$ cat config.mk
export PLATFORM = sky130hd
export DESIGN_NAME = tft_line_drawer
export DESIGN_NICKNAME = d
export VERILOG_FILES = /design/src/rtl/tft_line_drawer.sv
export SDC_FILE = /design/constraint.sdc
export NUM_CORES = 1
export LEC_CHECK = 0
export CORE_MARGIN = 2
export CORE_UTILIZATION = 54
export DETAILED_ROUTE_END_ITERATION = 6
export PLACE_DENSITY_LB_ADDON = 0.08
export SYNTH_ARGS = -nofsm -noshare
export SYNTH_HDL_FRONTEND = slang
export SYNTH_SLANG_ARGS = --single-unit
$ cat constraint.sdc
create_clock -name tft_clk -period 12.8 [get_ports tft_clk]
set_clock_uncertainty 0.05 [all_clocks]
set_input_delay 2.56 -clock tft_clk [delete_from_list [all_inputs] [get_ports tft_clk]]
set_output_delay 2.56 -clock tft_clk [all_outputs]
set_load 0.1 [all_outputs]
$ cat src/rtl/tft_line_drawer.sv
// Bresenham line rasteriser feeding the TFT video-RAM write port; optional pixel clipping under LINE_CLIP_EN.
// Latency: a point accepted at edge N gives its first registered write after edge N+2, then one pixel per tft_clk.
// Backpressure: pt_ready is high only in IDLE, so a held pt_valid waits until the current line has finished.
module tft_line_drawer #(
  parameter int X_RES      = 480,
  parameter int Y_RES      = 272,
  parameter int COORD_BITS = 12,
  parameter int COLOR_BITS = 9
) (
  input  logic                  tft_clk,
  input  logic                  rstb,
  input  logic                  pt_valid,
  output logic                  pt_ready,
  input  logic [COORD_BITS-1:0] pt_x,
  input  logic [COORD_BITS-1:0] pt_y,
  input  logic                  pen_down,
  input  logic [COLOR_BITS-1:0] color,
  output logic                  wr_ena,
  output logic [COORD_BITS-1:0] wr_x,
  output logic [COORD_BITS-1:0] wr_y,
  output logic [COLOR_BITS-1:0] wr_data,
  output logic                  busy
);

  localparam int CW = COORD_BITS;

`ifdef LINE_CLIP_EN
  localparam logic CLIP_EN = 1'b1;
`else
  localparam logic CLIP_EN = 1'b0;
`endif

  localparam logic [CW-1:0] X_LIM = CW'(X_RES);
  localparam logic [CW-1:0] Y_LIM = CW'(Y_RES);

  typedef enum logic [1:0] {
    IDLE  = 2'd0,
    SETUP = 2'd1,
    DRAW  = 2'd2
  } state_t;

  state_t state_q, state_d;

  logic                  ready_en;
  logic                  have_prev;
  logic [CW-1:0]         prev_x, prev_y;
  logic [CW-1:0]         x0, y0, x1, y1;
  logic [CW-1:0]         cur_x, cur_y;
  logic [COLOR_BITS-1:0] col_q;
  logic signed [CW:0]    dx, dy;
  logic                  sx_neg, sy_neg;
  logic signed [CW+1:0]  err;

  logic                  accept;
  logic                  at_end;
  logic                  in_range;
  logic [CW-1:0]         adx, ady;
  logic signed [CW:0]    dx_init, dy_init;
  logic signed [CW+1:0]  e2, dx_ext, dy_ext, err_step;
  logic                  step_x, step_y;

  assign pt_ready = (state_q == IDLE) && ready_en;
  assign busy     = (state_q != IDLE);
  assign accept   = pt_valid && pt_ready;
  assign at_end   = (cur_x == x1) && (cur_y == y1);
  assign in_range = (cur_x < X_LIM) && (cur_y < Y_LIM);

  // Segment setup values: absolute deltas, dy carried as a negative number.
  always_comb begin
    adx     = (x1 >= x0) ? (x1 - x0) : (x0 - x1);
    ady     = (y1 >= y0) ? (y1 - y0) : (y0 - y1);
    dx_init = $signed({1'b0, adx});
    dy_init = -$signed({1'b0, ady});
  end

  // One Bresenham step: both axis decisions use the same e2 taken before the update.
  always_comb begin
    e2       = err <<< 1;
    dx_ext   = {dx[CW], dx};
    dy_ext   = {dy[CW], dy};
    step_x   = (e2 >= dy_ext);
    step_y   = (e2 <= dx_ext);
    err_step = err;
    if (step_x) err_step = err_step + dy_ext;
    if (step_y) err_step = err_step + dx_ext;
  end

  // State register.
  always_ff @(posedge tft_clk) begin
    if (!rstb) state_q <= IDLE;
    else       state_q <= state_d;
  end

  // Next-state: pen-down samples start a segment, a finished segment returns to IDLE.
  always_comb begin
    state_d = state_q;
    case (state_q)
      IDLE:    if (accept && pen_down) state_d = SETUP;
      SETUP:   state_d = DRAW;
      DRAW:    if (at_end) state_d = IDLE;
      default: state_d = IDLE;
    endcase
  end

  // Datapath: point capture, delta setup, stepping and registered write port.
  always_ff @(posedge tft_clk) begin
    if (!rstb) begin
      ready_en  <= 1'b0;
      have_prev <= 1'b0;
      prev_x    <= '0;
      prev_y    <= '0;
      x0        <= '0;
      y0        <= '0;
      x1        <= '0;
      y1        <= '0;
      cur_x     <= '0;
      cur_y     <= '0;
      col_q     <= '0;
      dx        <= '0;
      dy        <= '0;
      sx_neg    <= 1'b0;
      sy_neg    <= 1'b0;
      err       <= '0;
      wr_ena    <= 1'b0;
      wr_x      <= '0;
      wr_y      <= '0;
      wr_data   <= '0;
    end else begin
      ready_en <= 1'b1;
      wr_ena   <= 1'b0;
      case (state_q)
        IDLE: begin
          if (accept) begin
            col_q <= color;
            if (!pen_down) begin
              have_prev <= 1'b0;
            end else begin
              x1 <= pt_x;
              y1 <= pt_y;
              // A fresh stroke starts and ends on the new point: a single dot.
              x0 <= have_prev ? prev_x : pt_x;
              y0 <= have_prev ? prev_y : pt_y;
            end
          end
        end
        SETUP: begin
          dx     <= dx_init;
          dy     <= dy_init;
          sx_neg <= (x1 < x0);
          sy_neg <= (y1 < y0);
          err    <= {dx_init[CW], dx_init} + {dy_init[CW], dy_init};
          cur_x  <= x0;
          cur_y  <= y0;
        end
        DRAW: begin
          // Off-screen pixels still step so line timing does not depend on clipping.
          wr_ena  <= in_range || !CLIP_EN;
          wr_x    <= cur_x;
          wr_y    <= cur_y;
          wr_data <= col_q;
          if (at_end) begin
            prev_x    <= x1;
            prev_y    <= y1;
            have_prev <= 1'b1;
          end else begin
            err <= err_step;
            if (step_x) cur_x <= sx_neg ? (cur_x - CW'(1)) : (cur_x + CW'(1));
            if (step_y) cur_y <= sy_neg ? (cur_y - CW'(1)) : (cur_y + CW'(1));
          end
        end
        default: begin
          wr_ena <= 1'b0;
        end
      endcase
    end
  end

endmodule
==> metrics <==
EDFF count, synth=0; Hold WC Path Type=flip-flop to flip-flop; Die Y=157 um; Max Fclk=0.179 GHz; vias in the first global route=10,500; routability cong.=0.914; syn nets=1,790; main flop type after synthesis=dfxtp_1; WP data arrival=5.84 ns; Async SR Flop Fraction=0%; crit end category=flip-flop; initial antenna violation count=0; CP peak stage delay=0.75 ns; Hold WS=0.405 ns; TNS Setup=0 ns; clock slew at reported path FFs=0.08 ns; Detailed Place HPWL=26,600 um; Stages on worst setup path=18; CP Launch Type=flip-flop; num rows=56; placed inst area=13,600 um^2; largest net degree at the start of global routing=97; final period utilization=43.5%; GRT overflow=0; Fin. Hold Viols=0; post-cts sizing count=0; TritonCTS clock tree=yes; Min Clock Period, post-route=5.57 ns; Setup crit start=y0[7]; Unique masters post-synth=78; number of CTS-inserted buffers=17; final wirelength=36,300 um; final setup violating endpoints=0; worst-path cell chain=inv_1 -> ha_1 -> a21oi_1 -> o221ai_2 -> a311oi_4 -> mux2i_1 -> xnor2_1 -> xnor2_1 -> ha_1 -> a21o_1 -> a21oi_1 -> o21bai_1 -> a2111oi_0 -> o41ai_1 -> a31oi_1 -> nand2_1 -> nor3_1 -> nor3b_1; global-route wire length before repair=57,200 um; Mapped Area=12,700 um^2; worst reg2reg startpoint=y0[7]; synthesis-to-finish area growth=11.9%; remaining antenna violation count after routing=0; Ports=73; status=completed; DR vias=11,500; CP Max Fanout=14; Layout Nets=1,812; Worst Path Required=13.07 ns; worst skew pair latency=0.44 ns; Port-buffer cells=72; die area=24,800 um^2; Mean Syn Cell Area=7.86 um^2; # fillers=2,218; Iter 0 DRT Violations=742; worst relative slew slack=29.0%; Slew Viols, Final=0; Ant. Diodes=0; maxcap violations=0; overall die width=157 um; Power Density=144 nW/um^2; Tot Pwr=0.00205 W; Leak=5.81 nW; delay-heaviest family, CP=compound AO/OA/AOI/OAI gates; kind of critical path=flip-flop to flip-flop; wire length per cell after detailed routing=18.4 um; Worst Setup EP=err[12]; layout cells sized above 1=4.54%; Post-CTS Repair Setup Buffers=0; router iterations before antenna repair=7; starting density of the core=54.6%; via/cell ratio=5.85; Synth warnings=0; RSZ-0062 raised after global routing=no; sequential area share after synthesis=28.8%; crit path buf inv count=1; CTS hold repair buffers=0; Critical-path top delay cell=a311oi_4; R2R setup slack=7.23 ns; fin util=61.1%; Root Driver=clkbuf_16; Core ar.=23,300 um^2; H-tree levels=4; Clock Path Buffers=2; DRC=0; Post-Syn Instances=1,617; Worst VDD drop=90.5 uV; cells on worst reg2reg path=18; Tightest Pin Transition=1.06 ns; design area=14,200 um^2; R2R Path End=err[12]; register bit total from synthesis=183; gr usage total=29.4%; clk sinks=183
[Yosys cell counts (17+ instances only)]
| cell type | count | share of area (%) |
|---|---|---|
| dfxtp_1 | 183 | 29 |
| inv_1 | 99 | 2.9 |
| nor3_1 | 31 | 1.2 |
| a21o_1 | 35 | 2.1 |
| xor2_1 | 43 | 3.0 |
| nand2_1 | 238 | 7.0 |
| a21oi_1 | 167 | 6.6 |
| nor2b_1 | 22 | 1.1 |
| clkbuf_1 | 70 | 2.1 |
| nor2_1 | 150 | 4.4 |
| nand3_1 | 17 | 0.67 |
| a211oi_1 | 44 | 2.6 |
| o21ai_0 | 73 | 2.9 |
| xnor2_1 | 51 | 3.5 |
| ha_1 | 127 | 13 |
| mux2i_1 | 43 | 3.4 |
[worst min path at each step]
| stage | from | endpoint | slack (ns) | cells after the start |
|---|---|---|---|---|
| final | wr_data[2] | wr_data[2] | 0.41 | 2 |
| after global routing | wr_x[2] | wr_x[2] | 0.43 | 2 |
| after CTS | col_q[5] | wr_data[5] | 0.41 | 2 |
| after detailed placement | col_q[5] | wr_data[5] | 0.39 | 2 |
| after global placement | col_q[7] | wr_data[7] | 0.39 | 2 |
| after floorplan | col_q[0] | wr_data[0] | 0.38 | 2 |
[metrics by stage]
step           setup slack, ns  std cells
4_1_cts                   7.37       1971
3_5_place_dp              7.43       1939
3_3_place_gp              7.49       1939
6_report                  7.23       1971
2_1_floorplan             8.25       1617
5_1_grt                   6.85       1971
[layout make-up]
cell class	count	area [um^2]	area share, %
Multi-Input combinational cell	1254	8360	58.8
Sequential cell	183	3660	25.8
Timing Repair Buffer	83	803	5.65
Clock buffer	17	425	2.99
Tap cell	319	399	2.81
Inverter	100	378	2.66
Clock inverter	15	195	1.37
[layout by cell type, fill, tap and decap left out, types with 6 or more instances in the layout]
cell,Yosys,layout
a211oi_1,44,44
a21o_1,35,35
a21oi_1,167,167
a311oi_1,13,13
a31oi_1,10,10
and2_1,7,7
and3_1,10,9
buf_4,0,11
clkbuf_16,0,17
clkdlybuf4s50_1,0,72
clkinv_8,0,6
dfxtp_1,183,183
fa_1,9,9
ha_1,127,127
inv_1,99,99
mux2_2,6,6
mux2i_1,43,43
nand2_1,238,237
nand2b_1,15,13
nand3_1,17,17
nand4_1,14,14
nor2_1,150,150
nor2b_1,22,21
nor3_1,31,31
nor4_1,7,7
o21a_1,10,10
o21ai_0,73,72
or3_1,7,7
xnor2_1,51,51
xor2_1,43,43
[tightest hold or removal path, cell delays in order (launching register included)]
cell	delay, ns
dfxtp_1	0.32
nand2_1	0.05
a21oi_1	0.05
[registers in the layout, summed over array words and instances, names as in the netlist]
name       flops
col_q          9
cur_x         12
cur_y         12
dx            12
dy            13
err           13
have_prev      1
prev_x        12
prev_y        12
ready_en       1
state_q        2
sx_neg         1
sy_neg         1
wr_data        9
wr_ena         1
wr_x          12
wr_y          12
x0            12
x1            12
y0            12
y1            12
[where the power goes]
group          internal [W]  switching, W
Sequential         0.000592     0.0000313
Clock              0.000269      0.000281
Combinational      0.000349      0.000530
[per-layer routing]
layer	up-vias	track usage (%)	wire, um
met5	-	0	0
met4	0	8.18	796
met3	53	3.96	1850
met2	315	47.0	16500
met1	5454	41.6	17200
li1	5708	-	-
[cell families after synthesis]
group | synth area share [%]
compound gates | 22.2
xor+xnor | 6.61
fa+ha+maj | 13.9
buf+inv | 5.55
flops | 28.8
mux | 4.03
simple gates | 18.9
Note: power is estimated with default switching activity, not from simulation.
